--- src/rtl/h_sync_timing_detector_if.sv ---
// Signal bundle between an h_sync source (master) and the h_sync timing detector (slave).
interface h_sync_timing_detector_if #(
    parameter int COUNTER_WIDTH = 11
);
    logic                     h_sync;
    logic [COUNTER_WIDTH-1:0] period_out;
    logic [COUNTER_WIDTH-1:0] width_out;
    logic                     measure_valid;
    logic                     locked;
    logic [COUNTER_WIDTH-1:0] position_out;
    logic                     timeout_err;

    modport master (
        output h_sync,
        input  period_out, width_out, measure_valid, locked, position_out, timeout_err
    );

    modport slave (
        input  h_sync,
        output period_out, width_out, measure_valid, locked, position_out, timeout_err
    );
endinterface

--- src/rtl/h_sync_timing_detector.sv ---
// Measures incoming h_sync line period / pulse width, reports lock, and regenerates a position counter.
// Optional H_SYNC_INPUT_SYNCHRONIZER_EN adds a 2-flop synchronizer in front of the edge detector.
module h_sync_timing_detector #(
    parameter int COUNTER_WIDTH   = 11,
    parameter int EXPECTED_PERIOD = 1328,
    parameter int EXPECTED_WIDTH  = 1072,
    parameter int TOLERANCE       = 2,
    parameter int LOCK_LINES      = 4
) (
    input  logic                    control_clock,
    input  logic                    reset,
    h_sync_timing_detector_if.slave bus
);
    localparam int                W           = COUNTER_WIDTH;
    localparam logic [W-1:0]      CNT_MAX     = '1;
    localparam logic [W-1:0]      CNT_PRE_MAX = CNT_MAX - 1'b1;
    localparam logic signed [W:0] EXP_P       = $signed((W+1)'(EXPECTED_PERIOD));
    localparam logic signed [W:0] EXP_W       = $signed((W+1)'(EXPECTED_WIDTH));
    localparam logic signed [W:0] TOL         = $signed((W+1)'(TOLERANCE));
    localparam logic [3:0]        LOCK_TARGET = 4'(LOCK_LINES);

    typedef enum logic [1:0] {SEARCH, MEASURE, LOCKED} state_t;

    logic w_h_sync_in;

`ifdef H_SYNC_INPUT_SYNCHRONIZER_EN
    logic [1:0] r_sync;

    always_ff @(posedge control_clock or posedge reset) begin
        if (reset) r_sync <= '0;
        else       r_sync <= {r_sync[0], bus.h_sync};
    end

    assign w_h_sync_in = r_sync[1];
`else
    assign w_h_sync_in = bus.h_sync;
`endif

    logic         r_s, r_s_d;
    logic [W-1:0] r_cnt;
    logic [W-1:0] r_width_lat;
    logic         r_fall_seen;
    logic         r_ref_seen;
    logic         r_meas_pend;
    logic [W-1:0] r_period_pend;
    logic [W-1:0] r_width_pend;
    logic [W-1:0] r_period_out;
    logic [W-1:0] r_width_out;
    logic         r_measure_valid;
    logic         r_timeout_err;
    logic         r_locked;
    logic [3:0]   r_match_cnt;
    state_t       r_state;

    logic         w_rise, w_fall;
    logic         w_at_pre_max;
    logic         w_sat_hit;
    logic [W-1:0] w_cnt_inc;
    logic         w_match;

    // NOTE: the signed difference is built in a local variable with blocking assignment; it is pure combinational scratch, never state.
    function automatic logic within_tol(input logic [W-1:0] meas, input logic signed [W:0] expected);
        logic signed [W:0] diff;
        diff = $signed({1'b0, meas}) - expected;
        return diff[W] ? ((-diff) <= TOL) : (diff <= TOL);
    endfunction

    assign w_rise       = r_s & ~r_s_d;
    assign w_fall       = ~r_s & r_s_d;
    assign w_at_pre_max = (r_cnt == CNT_PRE_MAX);
    assign w_sat_hit    = ~w_rise & w_at_pre_max;
    assign w_cnt_inc    = (r_cnt == CNT_MAX) ? CNT_MAX : r_cnt + 1'b1;
    assign w_match      = within_tol(r_period_pend, EXP_P) & within_tol(r_width_pend, EXP_W);

    // NOTE: every sequential block uses non-blocking assignments so all registers update from pre-edge values.
    always_ff @(posedge control_clock or posedge reset) begin
        if (reset) begin
            r_s           <= 1'b0;
            r_s_d         <= 1'b0;
            r_cnt         <= '0;
            r_width_lat   <= '0;
            r_fall_seen   <= 1'b0;
            r_ref_seen    <= 1'b0;
            r_meas_pend   <= 1'b0;
            r_period_pend <= '0;
            r_width_pend  <= '0;
        end else begin
            r_s   <= w_h_sync_in;
            r_s_d <= r_s;
            if (w_rise) begin
                // A rise landing on the saturation cycle cannot yield a trustworthy period.
                r_meas_pend   <= r_ref_seen & r_fall_seen & ~w_at_pre_max;
                r_period_pend <= w_cnt_inc;
                r_width_pend  <= r_width_lat;
                r_ref_seen    <= 1'b1;
                r_fall_seen   <= 1'b0;
                r_cnt         <= '0;
            end else begin
                r_meas_pend <= 1'b0;
                r_cnt       <= w_cnt_inc;
                if (w_fall) begin
                    r_width_lat <= w_cnt_inc;
                    r_fall_seen <= 1'b1;
                end
                if (w_sat_hit) begin
                    r_ref_seen  <= 1'b0;
                    r_fall_seen <= 1'b0;
                end
            end
        end
    end

    always_ff @(posedge control_clock or posedge reset) begin
        if (reset) begin
            r_period_out    <= '0;
            r_width_out     <= '0;
            r_measure_valid <= 1'b0;
            r_timeout_err   <= 1'b0;
        end else begin
            r_measure_valid <= r_meas_pend;
            r_timeout_err   <= w_sat_hit;
            if (r_meas_pend) begin
                r_period_out <= r_period_pend;
                r_width_out  <= r_width_pend;
            end
        end
    end

    // Lock FSM: timeout beats everything, then re-anchoring rises, then measurement results.
    always_ff @(posedge control_clock or posedge reset) begin
        if (reset) begin
            r_state     <= SEARCH;
            r_match_cnt <= '0;
            r_locked    <= 1'b0;
        end else if (w_sat_hit) begin
            r_state     <= SEARCH;
            r_match_cnt <= '0;
            r_locked    <= 1'b0;
        end else if (w_rise && (r_state == SEARCH || w_at_pre_max)) begin
            r_state     <= MEASURE;
            r_match_cnt <= '0;
            r_locked    <= 1'b0;
        end else if (r_meas_pend) begin
            case (r_state)
                MEASURE: begin
                    if (!w_match) begin
                        r_match_cnt <= '0;
                    end else if (r_match_cnt + 1'b1 >= LOCK_TARGET) begin
                        r_match_cnt <= LOCK_TARGET;
                        r_state     <= LOCKED;
                        r_locked    <= 1'b1;
                    end else begin
                        r_match_cnt <= r_match_cnt + 1'b1;
                    end
                end
                LOCKED: begin
                    if (!w_match) begin
                        r_state     <= MEASURE;
                        r_match_cnt <= '0;
                        r_locked    <= 1'b0;
                    end
                end
                default: begin
                    r_state <= r_state;
                end
            endcase
        end
    end

    assign bus.period_out    = r_period_out;
    assign bus.width_out     = r_width_out;
    assign bus.measure_valid = r_measure_valid;
    assign bus.locked        = r_locked;
    assign bus.position_out  = r_cnt;
    assign bus.timeout_err   = r_timeout_err;
endmodule
--- src/flat_wrapper.sv ---
// flat-port wrapper written by rule: the top's interface ports become plain ports
module h_sync_timing_detector_flat 
#(
    parameter int COUNTER_WIDTH   = 11,
    parameter int EXPECTED_PERIOD = 1328,
    parameter int EXPECTED_WIDTH  = 1072,
    parameter int TOLERANCE       = 2,
    parameter int LOCK_LINES      = 4
)
  (control_clock, reset, bus_h_sync, bus_period_out, bus_width_out, bus_measure_valid, bus_locked, bus_position_out, bus_timeout_err);
  h_sync_timing_detector_if #(.COUNTER_WIDTH(COUNTER_WIDTH)) bus_i ();
  input  logic control_clock;
  input  logic reset;
  input wire logic [$bits(bus_i.h_sync)-1:0] bus_h_sync;
  output wire logic [$bits(bus_i.period_out)-1:0] bus_period_out;
  output wire logic [$bits(bus_i.width_out)-1:0] bus_width_out;
  output wire logic [$bits(bus_i.measure_valid)-1:0] bus_measure_valid;
  output wire logic [$bits(bus_i.locked)-1:0] bus_locked;
  output wire logic [$bits(bus_i.position_out)-1:0] bus_position_out;
  output wire logic [$bits(bus_i.timeout_err)-1:0] bus_timeout_err;
  assign bus_i.h_sync = bus_h_sync;
  assign bus_period_out = bus_i.period_out;
  assign bus_width_out = bus_i.width_out;
  assign bus_measure_valid = bus_i.measure_valid;
  assign bus_locked = bus_i.locked;
  assign bus_position_out = bus_i.position_out;
  assign bus_timeout_err = bus_i.timeout_err;
  h_sync_timing_detector #(.COUNTER_WIDTH(COUNTER_WIDTH), .EXPECTED_PERIOD(EXPECTED_PERIOD), .EXPECTED_WIDTH(EXPECTED_WIDTH), .TOLERANCE(TOLERANCE), .LOCK_LINES(LOCK_LINES)) u_core (.control_clock(control_clock), .reset(reset), .bus(bus_i));
endmodule
--- config.mk ---
export PLATFORM = sky130hd
export DESIGN_NAME = h_sync_timing_detector_flat
export DESIGN_NICKNAME = d
export VERILOG_FILES = /design/src/rtl/h_sync_timing_detector_if.sv /design/src/rtl/h_sync_timing_detector.sv /design/src/flat_wrapper.sv
export SDC_FILE = /design/constraint.sdc
export NUM_CORES = 1
export LEC_CHECK = 0
export CELL_PAD_IN_SITES_DETAIL_PLACEMENT = 0
export CELL_PAD_IN_SITES_GLOBAL_PLACEMENT = 1
export CORE_UTILIZATION = 33
export CTS_CLUSTER_SIZE = 8
export DETAILED_ROUTE_END_ITERATION = 7
export PLACE_DENSITY_LB_ADDON = 0.1
export SETUP_SLACK_MARGIN = 0.5
export SLEW_MARGIN = 20
export SYNTH_ARGS = -nofsm -noshare
export SYNTH_HDL_FRONTEND = slang
export SYNTH_SLANG_ARGS = --single-unit
--- constraint.sdc ---
create_clock -name control_clock -period 2.6 [get_ports control_clock]
set_clock_uncertainty 0.1 [all_clocks]
set_input_delay 0.26 -clock control_clock [delete_from_list [all_inputs] [get_ports control_clock]]
set_output_delay 0.26 -clock control_clock [all_outputs]
set_load 0.02 [all_outputs]
==> results of run 1 <==
metrics by stage:
step                instance area, um2   util  TNS (ns)
floorplan                         3990      -   -0.0313
global placement                  4800  0.415    -0.744
detailed placement                4800  0.415     -1.18
CTS                               5180  0.448    -0.513
global route                      5260  0.455     -1.48
finish                            5260  0.455    -0.763
power by group through the flow:
stage	clock, mW	combinational, mW	sequential [mW]
after floorplan	0	0.354	1.63
after global placement	0	0.900	1.54
after detailed placement	0	0.899	1.54
after CTS	1.41	0.905	1.52
after global routing	1.48	0.993	1.55
final	1.37	0.905	1.52
cells by family (layout without fill, tap and decap cells):
kind of cell | count (synthesis) | count (layout)
compound gates | 88 | 88
xor+xnor | 13 | 13
fa+ha+maj | 11 | 11
buf+inv | 32 | 113
flops | 79 | 79
mux | 22 | 22
simple gates | 152 | 152
area by class of cell:
type	count	area (um2)
fill	1103	6310
multi-input combinational	286	1980
sequential	79	1980
timing repair buffer	85	746
clock buffer	10	229
tap	143	179
clock inverter	6	92.6
inverter	12	48.8
per-layer routing:
layer,vias up,GRT usage
met5,-,0
li1,1560,-
met2,48,0.260
met4,0,0.0640
met3,10,0.0278
met1,1548,0.241
worst max-delay path, cell delays in order, from the launching register on:
cell	delay (ns)
dfrtp_2	0.43
ha_4	0.26
nor4b_4	0.35
a21oi_2	0.09
o211a_1	0.25
nor4_4	0.32
o2111ai_4	0.18
or3b_4	0.45
o21bai_1	0.14
nand3_1	0.08
how the worst min path moves through the flow:
| stage | slack, ns | cells after the start | end | start |
|---|---|---|---|---|
| 2_1_floorplan | 0.19 | 0 | u_core.r_s | bus_h_sync |
| 3_3_place_gp | 0.30 | 0 | u_core.r_s_d | u_core.r_s |
| 3_5_place_dp | 0.30 | 0 | u_core.r_s_d | u_core.r_s |
| 4_1_cts | 0.25 | 1 | u_core.r_s | bus_h_sync |
| 5_1_grt | 0.26 | 1 | u_core.r_s | bus_h_sync |
| 6_report | 0.26 | 1 | u_core.r_s | bus_h_sync |
flip-flops by register name, indices dropped and copies added, names as in the netlist, 2 cells and up:
name and flops:
u_core.r_match_cnt 4, u_core.bus.width_out 11, u_core.r_state 2, u_core.r_width_pend 11, u_core.bus.position_out 11, u_core.r_period_pend 11
u_core.bus.period_out 11, u_core.r_width_lat 11
cells in the mapped netlist, types with 2 or more instances:
cell type,instances
o31ai_1,2
nand4_1,2
buf_1,4
and3_1,4
and2_1,6
or3b_1,2
inv_1,12
nor2_1,32
nand2_1,58
nor3_1,4
xnor2_1,7
a41o_1,4
nand2b_1,11
a31oi_1,4
a21o_1,4
mux2_2,22
a21oi_1,14
ha_1,11
xor2_1,6
nand3_1,11
o21ai_0,31
a211o_1,3
o211a_1,3
nor2b_1,3
nand3b_1,2
dfrtp_1,79
clkbuf_1,14
o31a_1,2
nor4b_1,3
a211oi_1,5
nor4_1,4
or3_1,2
timing repair:
item,4_1_cts,5_1_grt
setup buffers,2,2
endpoints found under the setup margin,22,7
pin swaps,6,6
resized for setup,7,11
==> flow_summary.json, run 1 <==
{
  "wl_per_cell_um": 16.0,
  "syn2layout_area_growth_pct": 32.8,
  "rrSetupSlack_ns": -0.18,
  "clock_latency_ns": 0.34,
  "hold_violations": 0,
  "gp_congestion": 0.859,
  "wl_met2_mm": 4.52,
  "drive_above_1_share": 0.232,
  "root_buffer": "clkbuf_16",
  "met3WireLength_um": 253,
  "irDropWorstVdd_mv": 0.353,
  "cts_buffer_depth": 2,
  "num_antenna_cells": 0,
  "worstMarginPinSlew_ns": 0.735,
  "clockPowerShare": 0.362,
  "ctsHoldBuffers": 0,
  "dp_hpwl_mm": 6.77,
  "vias": 3166,
  "final_common_cell": "dfrtp_1",
  "wl_mm": 9.93,
  "ys_seq_area_frac": 0.500,
  "fin_ws_ns": -0.179,
  "drt_pass1_iterations": 8,
  "cts_buffers": 9,
  "yosysWarnings": 0,
  "io_buffers": 38,
  "synth_compound_area_frac": 0.151,
  "gr-total-overflow": 0,
  "leakage_nw": 2.41,
  "synth_fa_ha_area_frac": 0.0348,
  "synthFlopType": "dfrtp_1",
  "ant_nets": 0,
  "min_period_over_period": 1.07,
  "finalSetupViolCount": 5,
  "synth_top_area_frac": 0.500,
  "drt_iter0_markers": 207,
  "powerDensity_nw_per_um2": 722,
  "p_sw_mw": 1.11,
  "crit_type": "reg -> reg",
  "most-common-layout-cells": "dfrtp_1 (77), nand2_1 (57), buf_4 (46), clkdlybuf4s50_1 (38), nor2_1 (31)",
  "start_util": 0.342,
  "chipHeight_um": 112,
  "yosysUniqueCellTypes": 58,
  "vias_per_cell": 5.10,
  "syn_area_per_cell_um2": 9.97,
  "min_path_type": "in -> reg",
  "slew-limit-headroom": 0.510,
  "synthXorXnorAreaFrac": 0.0288,
  "worstPathArrival_ns": 2.89,
  "synth_largest_area_cell": "dfrtp_1",
  "max_freq_ghz": 0.360,
  "synth-simple-area-share": 0.191,
  "violations": "design-rule violations, negative setup slack",
  "reg2reg_depth": 9,
  "synthesis.nets": 411,
  "cts.sinks": 79,
  "grt_pass1_vias": 3167,
  "period_needed_ns": 2.78,
  "synth_top_family_by_area": "simple AND/OR/NAND/NOR gates",
  "ys_async_sr_fraction": 1.00,
  "syn_area_um2": 3960,
  "p_total_mw": 3.79,
  "routed.top_layer": "met4",
  "crit_path_end": "u_core.r_state[0]",
  "grt_max_degree": 80,
  "drcViolationCount": 2,
  "internal_power_mw": 2.68,
  "synth_mux_area_frac": 0.0626,
  "grt_pass1_wl_mm": 16.5,
  "dieArea_um2": 12400,
  "postSynthCellCount": 397,
  "cp_max_fo": 3,
  "swShare": 0.293,
  "combPwrFrac": 0.239,
  "num_io_pins": 39,
  "r2r-start": "u_core.r_width_pend[5]",
  "clk_pin_slew_ns": 0.07,
  "grt_use_total": 0.170,
  "worst_hold_slack_ns": 0.263,
  "cts_tree": "built",
  "cp.required_ns": 2.71,
  "rsz0062_at_grt": "true",
  "crit_path_start": "u_core.r_width_pend[5]",
  "ys_top_cells_by_area": "dfrtp_1 (50%), mux2_2 (6.3%), nand2_1 (5.5%)",
  "seq_power_share": 0.400,
  "ys_ff_latch": 79,
  "met1Wirelength_mm": 5.03,
  "dp_worst_setup_slack_ns": -0.273,
  "coreArea_um2": 11600,
  "layout.nets": 487,
  "status": "complete, but fails checks",
  "cp-start-kind": "flop",
  "synth_edf_count": 0,
  "maxCapViolations": 0,
  "cts_max_level": 3,
  "grt_antenna_before_repair": 0,
  "place_inst": 601,
  "r2r-end": "u_core.r_state[0]",
  "final_cells": 621,
  "rows": 39,
  "worstSetupEndpointType": "flop",
  "die_width_um": 112,
  "drv_slew": 0
}
No activity file was read; power rests on OpenSTA's default activity.
==> run 2: changes to the inputs <==
--- a/config.mk
+++ b/config.mk
@@ -12,6 +12,7 @@
 export DETAILED_ROUTE_END_ITERATION = 7
 export PLACE_DENSITY_LB_ADDON = 0.1
 export SETUP_SLACK_MARGIN = 0.5
+export SKIP_CTS_REPAIR_TIMING = 1
 export SLEW_MARGIN = 20
 export SYNTH_ARGS = -nofsm -noshare
 export SYNTH_HDL_FRONTEND = slang
==> flow_summary.json, run 2 (synthesis gave the netlist of run 1 again) <==
{
  "grt_pass1_wl_mm": 16.2,
  "hold-path-cell-count": 1,
  "cp-start-kind": "flop",
  "coreArea_um2": 11600,
  "status": "complete, but fails checks",
  "leakage_nw": 2.45,
  "internal_power_mw": 2.69,
  "start_util": 0.342,
  "slew-limit-headroom": 0.517,
  "drv_slew": 0,
  "min_path_type": "in -> reg",
  "powerDensity_nw_per_um2": 718,
  "clk_pin_slew_ns": 0.06,
  "finalSetupViolCount": 5,
  "p_sw_mw": 1.11,
  "hold_violations": 0,
  "final_cells": 628,
  "drcViolationCount": 2,
  "clockPowerShare": 0.361,
  "top_usage_layer": "met2",
  "worstMarginPinSlew_ns": 0.724,
  "worstSetupEndpointType": "flop",
  "fillers": 1102,
  "worst_hold_slack_ns": 0.262,
  "wl_mm": 9.93,
  "wl_per_cell_um": 15.8,
  "ant_nets": 0,
  "gp_congestion": 0.859,
  "cts.sinks": 79,
  "die_width_um": 112,
  "final_common_cell": "dfrtp_1",
  "irDropWorstVdd_mv": 0.355,
  "dp_hpwl_mm": 6.77,
  "cts_max_level": 3,
  "grt_pass1_vias": 3091,
  "max_freq_ghz": 0.369,
  "rows": 39,
  "drt_iter0_markers": 185,
  "drive_above_1_share": 0.237,
  "num_io_pins": 39,
  "grt_max_degree": 80,
  "seq_power_share": 0.399,
  "utilization": 0.459,
  "violations": "design-rule violations, negative setup slack",
  "syn2layout_area_growth_pct": 34.0,
  "worstPathArrival_ns": 2.89,
  "cp.required_ns": 2.77,
  "layout.nets": 494,
  "num_antenna_cells": 0,
  "most-common-layout-cells": "dfrtp_1 (77), nand2_1 (57), buf_4 (51), clkdlybuf4s50_1 (38), nor2_1 (31)",
  "cp_max_fo": 3,
  "min_period_over_period": 1.04,
  "io_buffers": 38,
  "cts_buffer_depth": 2,
  "chipHeight_um": 112,
  "maxCapViolations": 0,
  "grt_use_met1": 0.239,
  "vias": 3213,
  "swShare": 0.293,
  "fin_ws_ns": -0.114,
  "cts_buffers": 9,
  "root_buffer": "clkbuf_16",
  "reg2reg_depth": 9,
  "drt_pass1_iterations": 8,
  "gr-total-overflow": 0,
  "combPwrFrac": 0.241,
  "grtUsageMet3": 0.0278,
  "grt_antenna_before_repair": 0,
  "period_needed_ns": 2.71,
  "vias_per_cell": 5.12,
  "grt_use_met2": 0.255,
  "dieArea_um2": 12400,
  "place_inst": 601,
  "grt_use_total": 0.167,
  "rsz0062_at_grt": "true",
  "crit_type": "reg -> reg",
  "clock_latency_ns": 0.34,
  "cts_tree": "built"
}
-- run 2: area by class of cell --
type	instances	area (um2)	share of cell area
clock buffer	10	229	0.0432
clock inverter	6	92.6	0.0175
inverter	12	48.8	0.00920
multi-input combinational	286	1970	0.371
sequential	79	1980	0.373
tap	143	179	0.0337
timing repair buffer	92	806	0.152
-- run 2: layer usage --
layer / part of all wire / vias to the layer above
li1: - / 1576
met1: 0.51 / 1575
met2: 0.45 / 52
met3: 0.025 / 10
met4: 0.013 / 0
met5: 0 / -
-- run 2: critical path: stages, from the launching register on --
cell and delay [ns]:
dfrtp_1 0.42, ha_4 0.18, o31a_1 0.26, or3_1 0.33
a221oi_2 0.25, a41o_1 0.21, o2111ai_4 0.16, or3b_4 0.42
nor4_1 0.20, a21o_1 0.12
-- run 2: final timing paths --
| path | from | endpoint | slack, ns |
|---|---|---|---|
| worst max register to register | u_core.r_period_pend[4] | u_core.r_match_cnt[0] | -0.11 |
| worst min-delay path | bus_h_sync | u_core.r_s | 0.26 |
| worst min register to register | u_core.r_s | u_core.r_s_d | 0.32 |
| max in group asynchronous | reset | u_core.r_width_pend[5] | 1.75 |
| min in group asynchronous | reset | u_core.bus.position_out[7] | 0.27 |
| worst max-delay path | u_core.r_period_pend[4] | u_core.r_match_cnt[0] | -0.11 |
-- run 2: power groups by stage --
stage                     Sequential [mW]  Combinational [mW]  Clock, mW
final                                1.52               0.917       1.37
after global routing                 1.55                1.01       1.48
after CTS                            1.52               0.904       1.41
after detailed placement             1.54               0.899          0
after global placement               1.54               0.900          0
after floorplan                      1.63               0.354          0
-- run 2: metrics by stage --
stage / power, mW / worst slack [ns] / cell area (um2) / setup TNS [ns]
floorplan: 1.98 / -0.0280 / 3990 / -0.0313
global placement: 2.44 / -0.182 / 4800 / -0.744
detailed placement: 2.44 / -0.273 / 4800 / -1.18
CTS: 3.83 / -0.292 / 5120 / -1.25
global route: 4.03 / -0.253 / 5300 / -1.12
finish: 3.81 / -0.114 / 5300 / -0.386
==> run 3: changes to the inputs <==
--- a/config.mk
+++ b/config.mk
@@ -7,13 +7,15 @@
 export LEC_CHECK = 0
 export CELL_PAD_IN_SITES_DETAIL_PLACEMENT = 0
 export CELL_PAD_IN_SITES_GLOBAL_PLACEMENT = 1
+export CORE_ASPECT_RATIO = 0.6
+export CORE_MARGIN = 2
 export CORE_UTILIZATION = 33
 export CTS_CLUSTER_SIZE = 8
 export DETAILED_ROUTE_END_ITERATION = 7
 export PLACE_DENSITY_LB_ADDON = 0.1
 export SETUP_SLACK_MARGIN = 0.5
 export SKIP_CTS_REPAIR_TIMING = 1
-export SLEW_MARGIN = 20
+export SLEW_MARGIN = 10
 export SYNTH_ARGS = -nofsm -noshare
 export SYNTH_HDL_FRONTEND = slang
 export SYNTH_SLANG_ARGS = --single-unit
==> flow_summary.json, run 3 (synthesis gave the netlist of run 1 again) <==
{
  "max_freq_ghz": 0.366,
  "cts_max_level": 3,
  "worst_hold_slack_ns": 0.192,
  "die_width_um": 145,
  "crit_path_start": "u_core.r_width_pend[4]",
  "powerDensity_nw_per_um2": 699,
  "start_util": 0.345,
  "cp-start-kind": "flop",
  "rows": 30,
  "dp_hpwl_mm": 7.35,
  "slew-limit-headroom": 0.501,
  "syn2layout_area_growth_pct": 34.8,
  "p_total_mw": 3.73,
  "fin_ws_ns": -0.131,
  "grt_antenna_before_repair": 0,
  "clk_pin_slew_ns": 0.06,
  "vias": 3154,
  "wl_per_cell_um": 15.6,
  "num_io_pins": 39,
  "r2r-end": "u_core.r_state[0]",
  "r2r-start": "u_core.r_width_pend[4]",
  "layout.nets": 493,
  "drt_iter0_markers": 178,
  "worstMarginPinSlew_ns": 0.749,
  "most-common-layout-cells": "dfrtp_1 (77), nand2_1 (58), buf_4 (52), clkdlybuf4s50_1 (38), nor2_1 (31)",
  "setup_tns_ns": -0.469,
  "dieArea_um2": 12900,
  "cp_max_fo": 5,
  "clock_latency_ns": 0.34,
  "reg2reg_depth": 10,
  "rrSetupSlack_ns": -0.13,
  "coreArea_um2": 11500,
  "irDropWorstVdd_mv": 0.381,
  "gr-total-overflow": 0,
  "rsz0062_at_grt": "true",
  "crit_type": "reg -> reg",
  "chipHeight_um": 88.8,
  "gp_congestion": 0.883,
  "cts_buffers": 9,
  "period_needed_ns": 2.73,
  "multi_input_comb_area_um2": 2010,
  "final_common_cell": "dfrtp_1",
  "vias_per_cell": 4.90,
  "num_antenna_cells": 0,
  "drv_slew": 0,
  "cts_tree": "built",
  "violations": "negative setup slack",
  "root_buffer": "clkbuf_16",
  "grt_max_degree": 39,
  "drive_above_1_share": 0.250,
  "final_cells": 644,
  "finalSetupViolCount": 5,
  "grt_pass1_wl_mm": 16.3,
  "cts_buffer_depth": 2,
  "drt_pass1_iterations": 4,
  "final-seq-area_um2": 1980,
  "worstPathArrival_ns": 2.85,
  "fillers": 1103,
  "status": "complete, but fails checks",
  "wl_mm": 10.1,
  "hold_violations": 0,
  "drcViolationCount": 0,
  "ant_nets": 0,
  "maxCapViolations": 0,
  "place_inst": 625,
  "worstSetupEndpointType": "flop",
  "io_buffers": 38,
  "grt_use_total": 0.164,
  "min_path_type": "in -> async",
  "min_period_over_period": 1.05,
  "grt_pass1_vias": 2994,
  "leakage_nw": 2.44,
  "cts.sinks": 79,
  "cp.required_ns": 2.72,
  "crit_path_end": "u_core.r_state[0]"
}
-- run 3: area by class of cell --
class / instances / share of cell area
inverter: 12 / 0.00915
tap: 160 / 0.0375
multi-input combinational: 286 / 0.377
clock inverter: 7 / 0.0148
timing repair buffer: 91 / 0.148
sequential: 79 / 0.371
clock buffer: 9 / 0.0422
-- run 3: stage by stage --
stage                     instance area (um2)  worst slack [ns]  utilization
after floorplan                          3990           -0.0280            -
after global placement                   4870            -0.263        0.424
after detailed placement                 4870            -0.342        0.424
after CTS                                5180            -0.332        0.451
after global routing                     5330            -0.261        0.464
final                                    5330            -0.131        0.464
-- run 3: worst min-delay path by stage --
stage	start	end	slack, ns	cells after the start
floorplan	bus_h_sync	u_core.r_s	0.19	0
global placement	u_core.r_s	u_core.r_s_d	0.30	0
detailed placement	u_core.r_s	u_core.r_s_d	0.31	0
CTS	reset	u_core.bus.period_out[6]	0.20	2
global route	reset	u_core.bus.period_out[4]	0.23	2
finish	reset	u_core.bus.period_out[4]	0.19	2
-- run 3: routing by layer --
| layer | track usage | vias up | wire, um |
|---|---|---|---|
| li1 | - | 1571 | - |
| met1 | 0.262 | 1498 | 5480 |
| met2 | 0.212 | 74 | 3810 |
| met3 | 0.0474 | 11 | 649 |
| met4 | 0.0383 | 0 | 104 |
| met5 | 0 | - | 0 |
-- run 3: worst max-delay path, stage by stage, from the launching register on --
cell and delay [ns]:
dfrtp_2 0.46, ha_4 0.30, nor4b_4 0.06, buf_4 0.14, buf_4 0.12, o41ai_2 0.34
a41o_1 0.28, o2111ai_4 0.17, or3b_4 0.45, o21bai_1 0.14, nand3_1 0.07
-- run 3: power by group --
part           total, mW  switching, mW  internal, mW
registers           1.53          0.142          1.39
logic              0.907          0.453         0.454
clock network       1.29          0.538         0.755
total               3.73           1.13          2.59
